$ cat src/rtl/inst_u_enc.sv
// inst_u_enc: packs LUI/AUIPC fields into 32-bit instruction words and
// delivers them through a 2-entry valid/ready FIFO, tagging each head word
// with a sequential byte address and counting words handed off.
module inst_u_enc #(
  parameter int                ADDR_W    = 32,
  parameter logic [ADDR_W-1:0] BASE_ADDR = {ADDR_W{1'b0}},
  parameter int                CNT_W     = 16
) (
  input  logic              clk,
  input  logic              rst,
  input  logic              in_valid,
  output logic              in_ready,
  input  logic              op_sel,
  input  logic [19:0]       imm,
  input  logic [4:0]        rd,
  output logic              out_valid,
  input  logic              out_ready,
  output logic [31:0]       inst_word,
  output logic [ADDR_W-1:0] out_addr,
  output logic              rd_zero,
  output logic [CNT_W-1:0]  enc_count
);

  localparam logic [6:0] OPC_LUI   = 7'b0110111;
  localparam logic [6:0] OPC_AUIPC = 7'b0010111;

  // Positional U-type packing; every immediate value is legal as-is.
  function automatic logic [31:0] encode_u(input logic       op_i,
                                           input logic [19:0] imm_i,
                                           input logic [4:0]  rd_i);
    logic [6:0] opc;
    if (op_i) begin
      opc = OPC_AUIPC;
    end else begin
      opc = OPC_LUI;
    end
    return {imm_i, rd_i, opc};
  endfunction

  // FIFO entries carry {rd_zero, word}; entry 0 is always the head.
  logic [1:0]        occ_q, occ_d;
  logic [32:0]       ent0_q, ent0_d;
  logic [32:0]       ent1_q, ent1_d;
  logic [ADDR_W-1:0] addr_q, addr_d;
  logic [CNT_W-1:0]  cnt_q, cnt_d;
  logic              out_valid_q, out_valid_d;
  logic              in_ready_q, in_ready_d;

  logic              push_s;
  logic              pop_s;
  logic [32:0]       new_ent_s;

  assign push_s    = in_valid && in_ready_q;
  assign pop_s     = out_valid_q && out_ready;
  assign new_ent_s = {(rd == 5'd0), encode_u(op_sel, imm, rd)};

  // Next-state: FIFO shift/fill, address advance and saturating count.
  always_comb begin
    occ_d  = occ_q;
    ent0_d = ent0_q;
    ent1_d = ent1_q;
    addr_d = addr_q;
    cnt_d  = cnt_q;

    case ({push_s, pop_s})
      2'b10: begin
        if (occ_q == 2'd0) begin
          ent0_d = new_ent_s;
        end else begin
          ent1_d = new_ent_s;
        end
        occ_d = occ_q + 2'd1;
      end
      2'b01: begin
        // Only promote the second entry when one is actually buffered.
        if (occ_q == 2'd2) begin
          ent0_d = ent1_q;
        end else begin
          ent0_d = ent0_q;
        end
        occ_d = occ_q - 2'd1;
      end
      2'b11: begin
        // Push and pop together only happens at occupancy 1.
        ent0_d = new_ent_s;
      end
      default: begin
        occ_d = occ_q;
      end
    endcase

    if (pop_s) begin
      addr_d = addr_q + ADDR_W'(32'd4);
      if (cnt_q != {CNT_W{1'b1}}) begin
        cnt_d = cnt_q + CNT_W'(1'b1);
      end else begin
        cnt_d = cnt_q;
      end
    end else begin
      addr_d = addr_q;
      cnt_d  = cnt_q;
    end

    out_valid_d = (occ_d != 2'd0);
    in_ready_d  = (occ_d != 2'd2);
  end

  // State register with synchronous reset that discards buffered words.
  always_ff @(posedge clk) begin
    if (rst) begin
      occ_q       <= 2'd0;
      ent0_q      <= 33'd0;
      ent1_q      <= 33'd0;
      addr_q      <= BASE_ADDR;
      cnt_q       <= {CNT_W{1'b0}};
      out_valid_q <= 1'b0;
      in_ready_q  <= 1'b1;
    end else begin
      occ_q       <= occ_d;
      ent0_q      <= ent0_d;
      ent1_q      <= ent1_d;
      addr_q      <= addr_d;
      cnt_q       <= cnt_d;
      out_valid_q <= out_valid_d;
      in_ready_q  <= in_ready_d;
    end
  end

  assign in_ready  = in_ready_q;
  assign out_valid = out_valid_q;
  assign inst_word = ent0_q[31:0];
  assign rd_zero   = ent0_q[32];
  assign out_addr  = addr_q;
  assign enc_count = cnt_q;

endmodule
$ cat config.mk
export PLATFORM = sky130hd
export DESIGN_NAME = inst_u_enc
export DESIGN_NICKNAME = d
export VERILOG_FILES = /design/src/rtl/inst_u_enc.sv
export SDC_FILE = /design/constraint.sdc
export NUM_CORES = 1
export LEC_CHECK = 0
export ABC_AREA = 1
export BUFFER_PORTS_ARGS = -buffer_cell sky130_fd_sc_hd__buf_2
export CORE_ASPECT_RATIO = 1.25
export CORE_MARGIN = 2
export CORE_UTILIZATION = 30
export CTS_CLUSTER_DIAMETER = 120
export DETAILED_ROUTE_END_ITERATION = 12
export HOLD_SLACK_MARGIN = 0.02
export PLACE_DENSITY_LB_ADDON = 0.05
export SYNTH_ARGS = -nofsm -noshare
export SYNTH_HDL_FRONTEND = slang
export SYNTH_SLANG_ARGS = --single-unit
$ cat constraint.sdc
create_clock -name clk -period 1.65 [get_ports clk]
set_clock_uncertainty 0.05 [all_clocks]
set_input_delay 0.2475 -clock clk [delete_from_list [all_inputs] [get_ports clk]]
set_output_delay 0.2475 -clock clk [all_outputs]
set_load 0.01 [all_outputs]
==> metrics.txt, run 1 <==
# TYPE chip_impl_metric gauge
chip_impl_info{name="run_status",value="finished clean"} 1
chip_impl_metric{name="route.detailed.wl_per_inst",unit="µm"} 12.8
chip_impl_metric{name="synthArstFlopShare",unit="%"} 0
chip_impl_metric{name="cp_data_required_time",unit="ns"} 1.84
chip_impl_metric{name="grt_overflow_total",unit=""} 0
chip_impl_info{name="crit_type",value="flop to flop"} 1
chip_impl_metric{name="synth_enable_flop_cells",unit=""} 0
chip_impl_metric{name="fmaxAchievable",unit="GHz"} 0.645
chip_impl_metric{name="placed_area",unit="mm²"} 0.00594
chip_impl_metric{name="timing.final.hold_violations",unit=""} 0
chip_impl_metric{name="n_fill_cell",unit=""} 1798
chip_impl_metric{name="postLayoutCellArea",unit="mm²"} 0.00645
chip_impl_metric{name="internal_power",unit="mW"} 5.59
chip_impl_metric{name="final-setup-viol-count",unit=""} 0
chip_impl_metric{name="antenna_left",unit=""} 0
chip_impl_metric{name="routability_congestion_estimate_from_global_placement",unit=""} 0.766
chip_impl_metric{name="max_transition_viols_final",unit=""} 0
chip_impl_info{name="yosysMostFrequentCell",value="sky130_fd_sc_hd__nand2_1"} 1
chip_impl_info{name="synth_top_cells_by_count",value="131 x sky130_fd_sc_hd__nand2_1, 126 x sky130_fd_sc_hd__nor2_1, 106 x sky130_fd_sc_hd__dfxtp_1"} 1
chip_impl_metric{name="pwr_per_cell_area",unit="mW/mm²"} 1290
chip_impl_metric{name="yosysUniqueCellTypes",unit=""} 38
chip_impl_metric{name="critPathMaxFanout",unit=""} 7
chip_impl_info{name="critical_path.endpoint_type",value="flop"} 1
chip_impl_metric{name="p_switching",unit="mW"} 2.74
chip_impl_metric{name="flow.area_growth_from_synthesis",unit="%"} 28.8
chip_impl_metric{name="placeable_area",unit="mm²"} 0.0163
chip_impl_metric{name="seq_power_share",unit="%"} 40.8
chip_impl_info{name="cts_tree",value="yes"} 1
chip_impl_metric{name="max-clock-path-buffers",unit=""} 2
chip_impl_metric{name="pin_count_of_the_biggest_net_entering_global_routing",unit=""} 59
chip_impl_metric{name="h-tree-depth",unit=""} 3
chip_impl_metric{name="clkTransAtPathRegs",unit="ns"} 0.07
chip_impl_metric{name="floorplan.die.height",unit="µm"} 148
chip_impl_metric{name="dpl.cell_count",unit=""} 1040
chip_impl_metric{name="std_cell_rows",unit=""} 52
chip_impl_metric{name="yosysWarningCount",unit=""} 0
chip_impl_metric{name="design.final.nets",unit=""} 876
chip_impl_metric{name="grt_first_pass_wirelength",unit="µm"} 21600
chip_impl_metric{name="floorplan.die_area",unit="mm²"} 0.0178
chip_impl_metric{name="finalCoreUtilization",unit="%"} 39.7
chip_impl_metric{name="via_count_of_the_first_global_routing_pass",unit=""} 4523
chip_impl_metric{name="cts_made_buffers",unit=""} 9
chip_impl_metric{name="io_pins",unit=""} 113
chip_impl_metric{name="p_total",unit="mW"} 8.34
chip_impl_metric{name="die_w",unit="µm"} 120
chip_impl_metric{name="synth_area",unit="mm²"} 0.00501
chip_impl_metric{name="synthDominantCellAreaShare",unit="%"} 42.4
chip_impl_metric{name="share_comb_of_total_power",unit="%"} 31.0
chip_impl_metric{name="buffer_ports.inserted",unit=""} 108
chip_impl_metric{name="cap_viol_max_count",unit=""} 0
chip_impl_metric{name="synth_seq_cells",unit=""} 106
chip_impl_metric{name="floorplan.initialDensity",unit="%"} 30.8
chip_impl_metric{name="power.share.switching",unit="%"} 32.9
chip_impl_metric{name="clockPowerShare",unit="%"} 28.2
chip_impl_info{name="clockRootBuffer",value="sky130_fd_sc_hd__clkbuf_16"} 1
chip_impl_info{name="min_path_type",value="primary input to flop"} 1
chip_impl_metric{name="vias_per_cell",unit=""} 4.55
chip_impl_metric{name="cp.arrival",unit="ns"} 1.74
chip_impl_metric{name="dr.first_iter.drc_count",unit=""} 164
chip_impl_metric{name="diodes",unit=""} 0
chip_impl_metric{name="detail_route.drc_violations",unit=""} 0
chip_impl_metric{name="grtUsageTotal",unit="%"} 15.0
chip_impl_metric{name="min_period",unit="ns"} 1.55
chip_impl_metric{name="insertion_delay",unit="ns"} 0.35
chip_impl_metric{name="routed_wl",unit="µm"} 13600
chip_impl_info{name="worstSetupStartpointType",value="flop"} 1
chip_impl_metric{name="yosysSeqAreaShare",unit="%"} 42.4
chip_impl_info{name="synth_area_leaders",value="sky130_fd_sc_hd__dfxtp_1 42%, sky130_fd_sc_hd__nand2_1 9.8%, sky130_fd_sc_hd__nor2_1 9.4%"} 1
chip_impl_metric{name="vias",unit=""} 4824
chip_impl_metric{name="setup_ws",unit="ns"} 0.0988
chip_impl_metric{name="cts.sinks",unit=""} 106
chip_impl_metric{name="synthesis.instances",unit=""} 717
chip_impl_metric{name="final_layout_size_suffix_gt1_share",unit="%"} 25.0
chip_impl_info{name="synth_flop_cell",value="sky130_fd_sc_hd__dfxtp_1"} 1
chip_impl_info{name="yosys.area.top_type",value="sky130_fd_sc_hd__dfxtp_1"} 1
chip_impl_metric{name="fin_crit_sh",unit="%"} 94.0
chip_impl_metric{name="dr.pass1.iters",unit=""} 4
chip_impl_metric{name="dp_hpwl",unit="µm"} 9530
chip_impl_metric{name="final_cell_count_no_fill",unit=""} 1060
chip_impl_metric{name="vdd.ir_drop.worst",unit="V"} 0.000648
chip_impl_metric{name="total_leakage_power",unit="nW"} 2.88
chip_impl_info{name="rsz0062_at_grt",value="true"} 1
chip_impl_metric{name="placement.setup.worst_slack",unit="ns"} -0.0514
chip_impl_metric{name="grt_antenna_before_repair",unit=""} 0
chip_impl_metric{name="synth.avg_cell_area",unit="µm²"} 6.99
routing by layer:
layer	wire length, µm	GRT usage [%]	part of all wire, %	vias up
li1	-	-	-	2528
met1	6120	18.7	45	2186
met2	6670	25.3	49	92
met3	512	2.76	3.8	18
met4	289	6.53	2.1	0
met5	0	0	0	-
cell usage in the layout (no fill, tap or decap), drive strengths merged, types with 3 or more instances in the layout:
| cell type | synthesis | final |
|---|---|---|
| buf | 17 | 143 |
| nor2 | 139 | 139 |
| nand2 | 138 | 138 |
| dfxtp | 106 | 106 |
| o21ai | 94 | 94 |
| inv | 71 | 72 |
| a21oi | 52 | 52 |
| nand3 | 36 | 36 |
| clkbuf | 19 | 13 |
| xor2 | 7 | 7 |
| nand4 | 7 | 7 |
| nor3 | 6 | 6 |
| ha | 6 | 6 |
| conb | 1 | 4 |
| nor3b | 4 | 4 |
| xnor2 | 3 | 3 |
final timing paths:
check / start / end / slack [ns] / cells after the start
worst min register to register: ent0_q[10] / ent0_q[10] / 0.43 / 2
worst min-delay path: op_sel / ent1_q[5] / 0.04 / 2
worst max-delay path: out_valid / ent0_q[12] / 0.1 / 8
worst max register to register: out_valid / ent0_q[12] / 0.1 / 8
critical path: stages, from the launching register on:
cell and delay, ns:
sky130_fd_sc_hd__dfxtp_2 0.35, sky130_fd_sc_hd__nand2_4 0.06, sky130_fd_sc_hd__buf_4 0.14, sky130_fd_sc_hd__ha_1 0.21, sky130_fd_sc_hd__o21ai_2 0.11, sky130_fd_sc_hd__nand2_4 0.14
sky130_fd_sc_hd__clkbuf_16 0.19, sky130_fd_sc_hd__o21ai_1 0.13, sky130_fd_sc_hd__nor2_1 0.06
cell type report:
class,instances,area [µm²],area share (%)
inverter,72,278,4.31
timing repair buffer,145,952,14.8
clock buffer,11,243,3.76
clock inverter,4,76.3,1.18
sequential,106,2130,33.0
tap,216,270,4.19
multi-input combinational,506,2500,38.8
power groups by stage:
| stage | Sequential, mW | Combinational, mW | Clock (mW) |
|---|---|---|---|
| 4_1_cts | 3.39 | 2.30 | 2.44 |
| 6_report | 3.40 | 2.59 | 2.35 |
| 3_3_place_gp | 3.43 | 2.22 | 0 |
| 5_1_grt | 3.46 | 2.89 | 2.51 |
| 2_1_floorplan | 3.52 | 1.28 | 0 |
| 3_5_place_dp | 3.44 | 2.26 | 0 |
through the flow:
step / TNS, ns / hold slack [ns]
after floorplan: -0.0970 / 0.281
after global placement: -0.0128 / 0.401
after detailed placement: -0.554 / 0.407
after CTS: 0 / 0.0366
after global routing: -0.0350 / 0.0506
final: 0 / 0.0446
repair_timing:
| action | in CTS | in global routing |
|---|---|---|
| hold buffers | 0 | 0 |
| pin swaps | 0 | 4 |
| gates resized for setup | 5 | 52 |
| setup endpoints to repair | 7 | 84 |
| setup buffers | 0 | 3 |
| cloned | 0 | 2 |
flip-flops by register name, indices dropped and copies added, names as in the netlist:
| name | count |
|---|---|
| occ_q | 2 |
| ent0_q | 28 |
| enc_count | 16 |
| out_valid | 1 |
| out_addr | 30 |
| in_ready | 1 |
| ent1_q | 28 |
kinds of logic (layout without fill, tap and decap cells):
family | Yosys count | count (layout) | share of synthesized area (%)
adder cells (fa/ha/maj) | 6 | 6 | 1.50
AND/OR/NAND/NOR | 336 | 336 | 29.4
AO/OA/AOI/OAI | 150 | 150 | 15.4
XOR/XNOR | 10 | 10 | 1.75
other | 1 | 4 | 0.0749
buffers and inverters | 108 | 232 | 9.49
flip-flops | 106 | 106 | 42.4
Power figures use the tool's default switching activity.
==> run 2: changes to the inputs <==
--- a/config.mk
+++ b/config.mk
@@ -13,7 +13,7 @@
 export CTS_CLUSTER_DIAMETER = 120
 export DETAILED_ROUTE_END_ITERATION = 12
 export HOLD_SLACK_MARGIN = 0.02
-export PLACE_DENSITY_LB_ADDON = 0.05
+export PLACE_DENSITY = 0.53
 export SYNTH_ARGS = -nofsm -noshare
 export SYNTH_HDL_FRONTEND = slang
 export SYNTH_SLANG_ARGS = --single-unit
==> run 2 against run 1 <==
Power decreased by 0.82%. Routed wire length increased by 0.32%. Setup slack got worse by 0.017 ns. Fmax decreased by 1.1%. Sequential share of layout area decreased by 0.82 points. Highest routed layer unchanged. Largest cell class unchanged. Core utilization increased by 0.94 points.
==> metrics.txt, run 2 (synthesis gave the netlist of run 1 again) <==
# TYPE chip_impl_metric gauge
chip_impl_info{name="run_status",value="finished clean"} 1
chip_impl_metric{name="max_transition_viols_final",unit=""} 0
chip_impl_metric{name="max-clock-path-buffers",unit=""} 2
chip_impl_info{name="path_cells",value="nand2_4 > buf_6 > ha_2 > nor2_4 > nand2_8 > inv_8 > buf_12 > o21ai_0 > a21oi_1"} 1
chip_impl_metric{name="largest_register_ff_count",unit=""} 30
chip_impl_metric{name="flow.area_growth_from_synthesis",unit="%"} 31.9
chip_impl_metric{name="grt_overflow_total",unit=""} 0
chip_impl_metric{name="placeable_area",unit="mm²"} 0.0163
chip_impl_metric{name="final-setup-viol-count",unit=""} 0
chip_impl_metric{name="vias",unit=""} 4895
chip_impl_info{name="rsz0062_at_grt",value="false"} 1
chip_impl_metric{name="cap_viol_max_count",unit=""} 0
chip_impl_metric{name="final_cell_count_no_fill",unit=""} 1081
chip_impl_metric{name="critical_path.n_buffers_inverters",unit=""} 3
chip_impl_info{name="busiest_layer",value="met2"} 1
chip_impl_metric{name="pwr_per_cell_area",unit="mW/mm²"} 1250
chip_impl_info{name="cp_slowest_cell",value="sky130_fd_sc_hd__dfxtp_2"} 1
chip_impl_metric{name="placement.setup.worst_slack",unit="ns"} -0.233
chip_impl_info{name="clockRootBuffer",value="sky130_fd_sc_hd__clkbuf_16"} 1
chip_impl_metric{name="gr-usage-met3",unit="%"} 2.65
chip_impl_metric{name="die_w",unit="µm"} 120
chip_impl_metric{name="grt_first_pass_wirelength",unit="µm"} 21800
chip_impl_metric{name="timing.final.hold_violations",unit=""} 0
chip_impl_metric{name="fmaxAchievable",unit="GHz"} 0.638
chip_impl_metric{name="vias_per_cell",unit=""} 4.53
chip_impl_metric{name="io_pins",unit=""} 113
chip_impl_metric{name="cts.sinks",unit=""} 106
chip_impl_metric{name="insertion_delay",unit="ns"} 0.35
chip_impl_metric{name="cp_data_required_time",unit="ns"} 1.89
chip_impl_metric{name="cp.arrival",unit="ns"} 1.80
chip_impl_metric{name="dr.pass1.iters",unit=""} 4
chip_impl_metric{name="vdd.ir_drop.worst",unit="V"} 0.000680
chip_impl_metric{name="std_cell_rows",unit=""} 52
chip_impl_metric{name="design.final.nets",unit=""} 896
chip_impl_info{name="crit_type",value="flop to flop"} 1
chip_impl_metric{name="whs_path_depth",unit=""} 2
chip_impl_metric{name="routability_congestion_estimate_from_global_placement",unit=""} 0.783
chip_impl_metric{name="n_fill_cell",unit=""} 1771
chip_impl_metric{name="worst-r2r-cell-count",unit=""} 9
chip_impl_metric{name="dp_hpwl",unit="µm"} 9520
chip_impl_metric{name="total_leakage_power",unit="nW"} 2.97
chip_impl_info{name="most_common_cell_after_layout_fill_and_taps_aside",value="sky130_fd_sc_hd__nand2_1"} 1
chip_impl_info{name="mostFrequentLayoutCells",value="128 x sky130_fd_sc_hd__nand2_1, 120 x sky130_fd_sc_hd__nor2_1, 108 x sky130_fd_sc_hd__buf_2"} 1
chip_impl_info{name="critical_path.endpoint_type",value="flop"} 1
chip_impl_metric{name="route.detailed.wl_per_inst",unit="µm"} 12.6
chip_impl_metric{name="min_period",unit="ns"} 1.57
chip_impl_metric{name="final_layout_size_suffix_gt1_share",unit="%"} 26.7
chip_impl_metric{name="routed_wl",unit="µm"} 13600
chip_impl_metric{name="floorplan.initialDensity",unit="%"} 30.8
chip_impl_metric{name="grt_use_met2",unit="%"} 27.6
chip_impl_metric{name="cp_slowest_stage_delay",unit="ns"} 0.35
chip_impl_info{name="min_path_type",value="primary input to flop"} 1
chip_impl_metric{name="finalSetupTns",unit="ns"} 0
chip_impl_metric{name="grt_antenna_before_repair",unit=""} 0
chip_impl_metric{name="setup_ws",unit="ns"} 0.0821
chip_impl_metric{name="cts_made_buffers",unit=""} 9
chip_impl_metric{name="fin_worst_hold_slack",unit="ns"} 0.0357
chip_impl_info{name="cts_tree",value="yes"} 1
chip_impl_metric{name="dpl.cell_count",unit=""} 1058
chip_impl_metric{name="p_total",unit="mW"} 8.27
chip_impl_metric{name="critPathMaxFanout",unit=""} 7
chip_impl_metric{name="floorplan.die.height",unit="µm"} 148
chip_impl_metric{name="pin_count_of_the_biggest_net_entering_global_routing",unit=""} 58
chip_impl_metric{name="clkTransAtPathRegs",unit="ns"} 0.07
chip_impl_metric{name="floorplan.die_area",unit="mm²"} 0.0178
chip_impl_metric{name="h-tree-depth",unit=""} 3
chip_impl_info{name="gate_family_responsible_for_the_most_delay_along_the_worst_path",value="buffers and inverters"} 1
chip_impl_metric{name="fin_crit_sh",unit="%"} 95.0
chip_impl_metric{name="crit_cells",unit=""} 9
chip_impl_metric{name="postLayoutCellArea",unit="mm²"} 0.00660
chip_impl_metric{name="finalCoreUtilization",unit="%"} 40.6
chip_impl_metric{name="placed_area",unit="mm²"} 0.00606
chip_impl_metric{name="grtUsageTotal",unit="%"} 15.2
chip_impl_metric{name="antenna_left",unit=""} 0
chip_impl_metric{name="dr.first_iter.drc_count",unit=""} 194
chip_impl_metric{name="cts_setup_buffers",unit=""} 0
chip_impl_metric{name="detail_route.drc_violations",unit=""} 0
chip_impl_metric{name="via_count_of_the_first_global_routing_pass",unit=""} 4568
chip_impl_metric{name="diodes",unit=""} 0
chip_impl_metric{name="buffer_ports.inserted",unit=""} 108
chip_impl_info{name="worstSetupStartpointType",value="flop"} 1
chip_impl_metric{name="gr-usage-met1",unit="%"} 17.8
[run 2: changes by cell type in the layout (fill, tap and decap cells not counted), sizes merged, moves of 2 or more]
cell and delta:
buf +16, inv +2, clkinv +2, bufinv -2
[run 2: final cells by class]
class	count	area (µm²)	area share, %
Clock buffer	10	239	3.62
Sequential cell	106	2120	32.2
Tap cell	216	270	4.09
Timing Repair Buffer	163	1100	16.7
Clock inverter	6	40.0	0.606
Multi-Input combinational cell	508	2550	38.6
Inverter	72	280	4.24
[run 2: layer usage]
layer,vias up,part of all wire [%]
li1,2576,-
met4,0,1.4
met3,12,3.6
met2,96,51
met1,2211,43
met5,-,0
[run 2: worst register-to-register path, delay by kind of cell (launching register included)]
family | cells | cell delay [ns]
compound gates | 2 | 0.18
fa+ha+maj | 1 | 0.20
buf+inv | 3 | 0.39
flops | 1 | 0.35
simple gates | 3 | 0.33
[run 2: path summary, 6_finish.rpt]
kind / startpoint / slack, ns / endpoint
max reg2reg: out_valid / 0.08 / ent0_q[32]
min reg2reg: ent0_q[10] / 0.42 / ent0_q[10]
max: out_valid / 0.08 / ent0_q[32]
min: op_sel / 0.04 / ent1_q[5]
[run 2: where the power goes]
part	total (mW)	internal, mW	switching (mW)	leakage (nW)
combinational	2.80	1.25	1.54	1.96
sequential	3.38	3.09	0.297	0.866
clock	2.09	1.07	1.02	0.139
[run 2: what timing repair did]
action	CTS	global route
cloned	0	7
hold buffers	0	0
setup endpoints to repair	41	73
endpoints found under the hold margin	0	0
pin swaps	0	3
resized for setup	3	60
==> run 3: changes to the inputs <==
--- a/config.mk
+++ b/config.mk
@@ -7,11 +7,12 @@
 export LEC_CHECK = 0
 export ABC_AREA = 1
 export BUFFER_PORTS_ARGS = -buffer_cell sky130_fd_sc_hd__buf_2
-export CORE_ASPECT_RATIO = 1.25
+export CORE_ASPECT_RATIO = 0.8
 export CORE_MARGIN = 2
 export CORE_UTILIZATION = 30
 export CTS_CLUSTER_DIAMETER = 120
 export DETAILED_ROUTE_END_ITERATION = 12
+export GPL_TIMING_DRIVEN = 0
 export HOLD_SLACK_MARGIN = 0.02
 export PLACE_DENSITY = 0.53
 export SYNTH_ARGS = -nofsm -noshare
==> run 3 against run 2 <==
The run now ends with setup timing left. Setup slack got worse by 0.089 ns. First-iteration DRC count increased by 31%. Sequential share of layout area increased by 0.26 points. Register-to-register slack worse by 0.09 ns. Clock power up 9%. Combinational power about the same. Clock-buffer cell count down 1. Power grew 2.6%. Routed wire length grew 4.2%. Largest cell class unchanged.
==> metrics.txt, run 3 (synthesis gave the netlist of run 1 again) <==
# TYPE chip_impl_metric gauge
chip_impl_metric{name="grt_antenna_before_repair",unit=""} 0
chip_impl_metric{name="antenna_left",unit=""} 0
chip_impl_metric{name="dpl.cell_count",unit=""} 1048
chip_impl_metric{name="final-setup-viol-count",unit=""} 1
chip_impl_info{name="critical_path.endpoint_type",value="flop"} 1
chip_impl_metric{name="timing.final.hold_violations",unit=""} 0
chip_impl_metric{name="cp_data_required_time",unit="ns"} 1.88
chip_impl_metric{name="grt_overflow_total",unit=""} 0
chip_impl_metric{name="grt_first_pass_wirelength",unit="µm"} 22700
chip_impl_info{name="mostFrequentLayoutCells",value="128 x sky130_fd_sc_hd__nand2_1, 110 x sky130_fd_sc_hd__buf_2, 106 x sky130_fd_sc_hd__nor2_1"} 1
chip_impl_metric{name="design.final.nets",unit=""} 890
chip_impl_metric{name="setup_ws",unit="ns"} -0.00699
chip_impl_info{name="run_status",value="finished, violations left"} 1
chip_impl_metric{name="cts.sinks",unit=""} 106
chip_impl_metric{name="routed_wl",unit="µm"} 14200
chip_impl_metric{name="io_pins",unit=""} 113
chip_impl_metric{name="placed_area",unit="mm²"} 0.00585
chip_impl_metric{name="postLayoutCellArea",unit="mm²"} 0.00661
chip_impl_metric{name="critPathMaxFanout",unit=""} 10
chip_impl_metric{name="max_slew_margin",unit="%"} 58.2
chip_impl_metric{name="flow.area_growth_from_synthesis",unit="%"} 31.9
chip_impl_metric{name="cts_made_buffers",unit=""} 9
chip_impl_metric{name="floorplan.die_area",unit="mm²"} 0.0178
chip_impl_metric{name="total_leakage_power",unit="nW"} 2.90
chip_impl_metric{name="h-tree-depth",unit=""} 3
chip_impl_info{name="violations",value="setup timing"} 1
chip_impl_metric{name="cap_viol_max_count",unit=""} 0
chip_impl_metric{name="vias",unit=""} 4891
chip_impl_info{name="worstSetupStartpointType",value="flop"} 1
chip_impl_metric{name="vias_per_cell",unit=""} 4.55
chip_impl_metric{name="floorplan.initialDensity",unit="%"} 30.5
chip_impl_metric{name="die_w",unit="µm"} 148
chip_impl_metric{name="largest_register_ff_count",unit=""} 30
chip_impl_metric{name="tightest_slew",unit="ns"} 0.627
chip_impl_metric{name="n_fill_cell",unit=""} 1790
chip_impl_info{name="clockRootBuffer",value="sky130_fd_sc_hd__clkbuf_16"} 1
chip_impl_metric{name="floorplan.die.height",unit="µm"} 120
chip_impl_metric{name="detail_route.drc_violations",unit=""} 0
chip_impl_metric{name="routability_congestion_estimate_from_global_placement",unit=""} 0.796
chip_impl_metric{name="diodes",unit=""} 0
chip_impl_metric{name="via_count_of_the_first_global_routing_pass",unit=""} 4492
chip_impl_metric{name="placeable_area",unit="mm²"} 0.0164
chip_impl_metric{name="pwr_per_cell_area",unit="mW/mm²"} 1280
chip_impl_metric{name="vdd.ir_drop.worst",unit="V"} 0.000458
chip_impl_metric{name="insertion_delay",unit="ns"} 0.35
chip_impl_metric{name="min_period",unit="ns"} 1.66
chip_impl_metric{name="route.detailed.wl_per_inst",unit="µm"} 13.2
chip_impl_info{name="min_path_type",value="primary input to flop"} 1
chip_impl_metric{name="dr.first_iter.drc_count",unit=""} 255
chip_impl_metric{name="pin_count_of_the_biggest_net_entering_global_routing",unit=""} 16
chip_impl_metric{name="fin_crit_sh",unit="%"} 100
chip_impl_metric{name="max-clock-path-buffers",unit=""} 2
chip_impl_info{name="rsz0062_at_grt",value="true"} 1
chip_impl_metric{name="grtUsageTotal",unit="%"} 16.1
chip_impl_metric{name="dp_hpwl",unit="µm"} 10100
chip_impl_metric{name="dr.pass1.iters",unit=""} 4
chip_impl_metric{name="max_transition_viols_final",unit=""} 0
chip_impl_metric{name="final_cell_count_no_fill",unit=""} 1076
chip_impl_metric{name="std_cell_rows",unit=""} 42
chip_impl_metric{name="fin_worst_hold_slack",unit="ns"} 0.0935
chip_impl_info{name="most_common_cell_after_layout_fill_and_taps_aside",value="sky130_fd_sc_hd__nand2_1"} 1
chip_impl_metric{name="clkTransAtPathRegs",unit="ns"} 0.07
chip_impl_metric{name="buffer_ports.inserted",unit=""} 108
chip_impl_metric{name="fmaxAchievable",unit="GHz"} 0.604
chip_impl_info{name="cts_tree",value="yes"} 1
chip_impl_info{name="crit_type",value="flop to flop"} 1
chip_impl_metric{name="final_layout_size_suffix_gt1_share",unit="%"} 28.3
chip_impl_metric{name="placement.setup.worst_slack",unit="ns"} -0.405
chip_impl_metric{name="cp.arrival",unit="ns"} 1.89
==> run 3: changes by cell type in the layout (fill, tap and decap cells not counted), sizes merged <==
cell / change
buf: -21
clkbuf: +14
inv: -4
bufinv: +2
clkinv: +1
clkinvlp: -1
dlygate4sd3: +1
nor2: -1
==> run 3: worst max-delay path: stages (launching register included) <==
cell                       delay, ns
sky130_fd_sc_hd__dfxtp_4        0.37
sky130_fd_sc_hd__nand2_8        0.10
sky130_fd_sc_hd__inv_12         0.04
sky130_fd_sc_hd__ha_1           0.18
sky130_fd_sc_hd__buf_4          0.17
sky130_fd_sc_hd__clkbuf_4       0.20
sky130_fd_sc_hd__o21ai_0        0.23
sky130_fd_sc_hd__o21ai_0        0.13
sky130_fd_sc_hd__nor2_1         0.12
==> run 3: path summary, 6_finish.rpt <==
check,startpoint,endpoint,slack [ns],cells after the start
max,out_valid,ent0_q[12],-0.007,8
min reg2reg,ent0_q[16],ent0_q[16],0.43,2
min,imm[16],ent1_q[28],0.09,3
max reg2reg,out_valid,ent0_q[12],-0.007,8
==> run 3: cell type report <==
class,instances,area [µm²],area share (%)
Buffer,36,267,4.03
Clock buffer,9,225,3.41
Clock inverter,4,70.1,1.06
Inverter,72,299,4.53
Multi-Input combinational cell,507,2650,40.1
Sequential cell,106,2140,32.4
Tap cell,220,275,4.17
Timing Repair Buffer,122,677,10.2
==> run 3: layer usage <==
| metal | share of wire [%] | routed length, µm | global-route usage [%] |
|---|---|---|---|
| met1 | 52 | 7450 | 23.5 |
| met2 | 42 | 5940 | 23.5 |
| met3 | 4.8 | 680 | 4.30 |
| met4 | 0.96 | 137 | 3.93 |
| met5 | 0 | 0 | 0 |
==> run 3: power breakdown <==
part	total, mW	switching [mW]	internal (mW)
clock network	2.27	0.970	1.30
logic	2.77	1.58	1.19
registers	3.44	0.340	3.10
==> run 3: timing repair <==
item | CTS | global route
hold buffers | 1 | 0
endpoints found under the hold margin | 1 | 0
gates resized for setup | 53 | 85
gates cloned | 0 | 2
buffers inserted | 6 | 6
pin swaps | 1 | 7
endpoints found under the setup margin | 75 | 88
==> run 3: metrics by stage <==
step           power [mW]  setup TNS [ns]  util, %
6_report             8.48        -0.00699     40.2
5_1_grt              9.07           -2.90     40.2
4_1_cts              8.17        -0.00493     38.4
3_5_place_dp         5.60          -18.48     35.5
3_3_place_gp         5.59          -17.59     35.5
2_1_floorplan        4.80         -0.0970        -
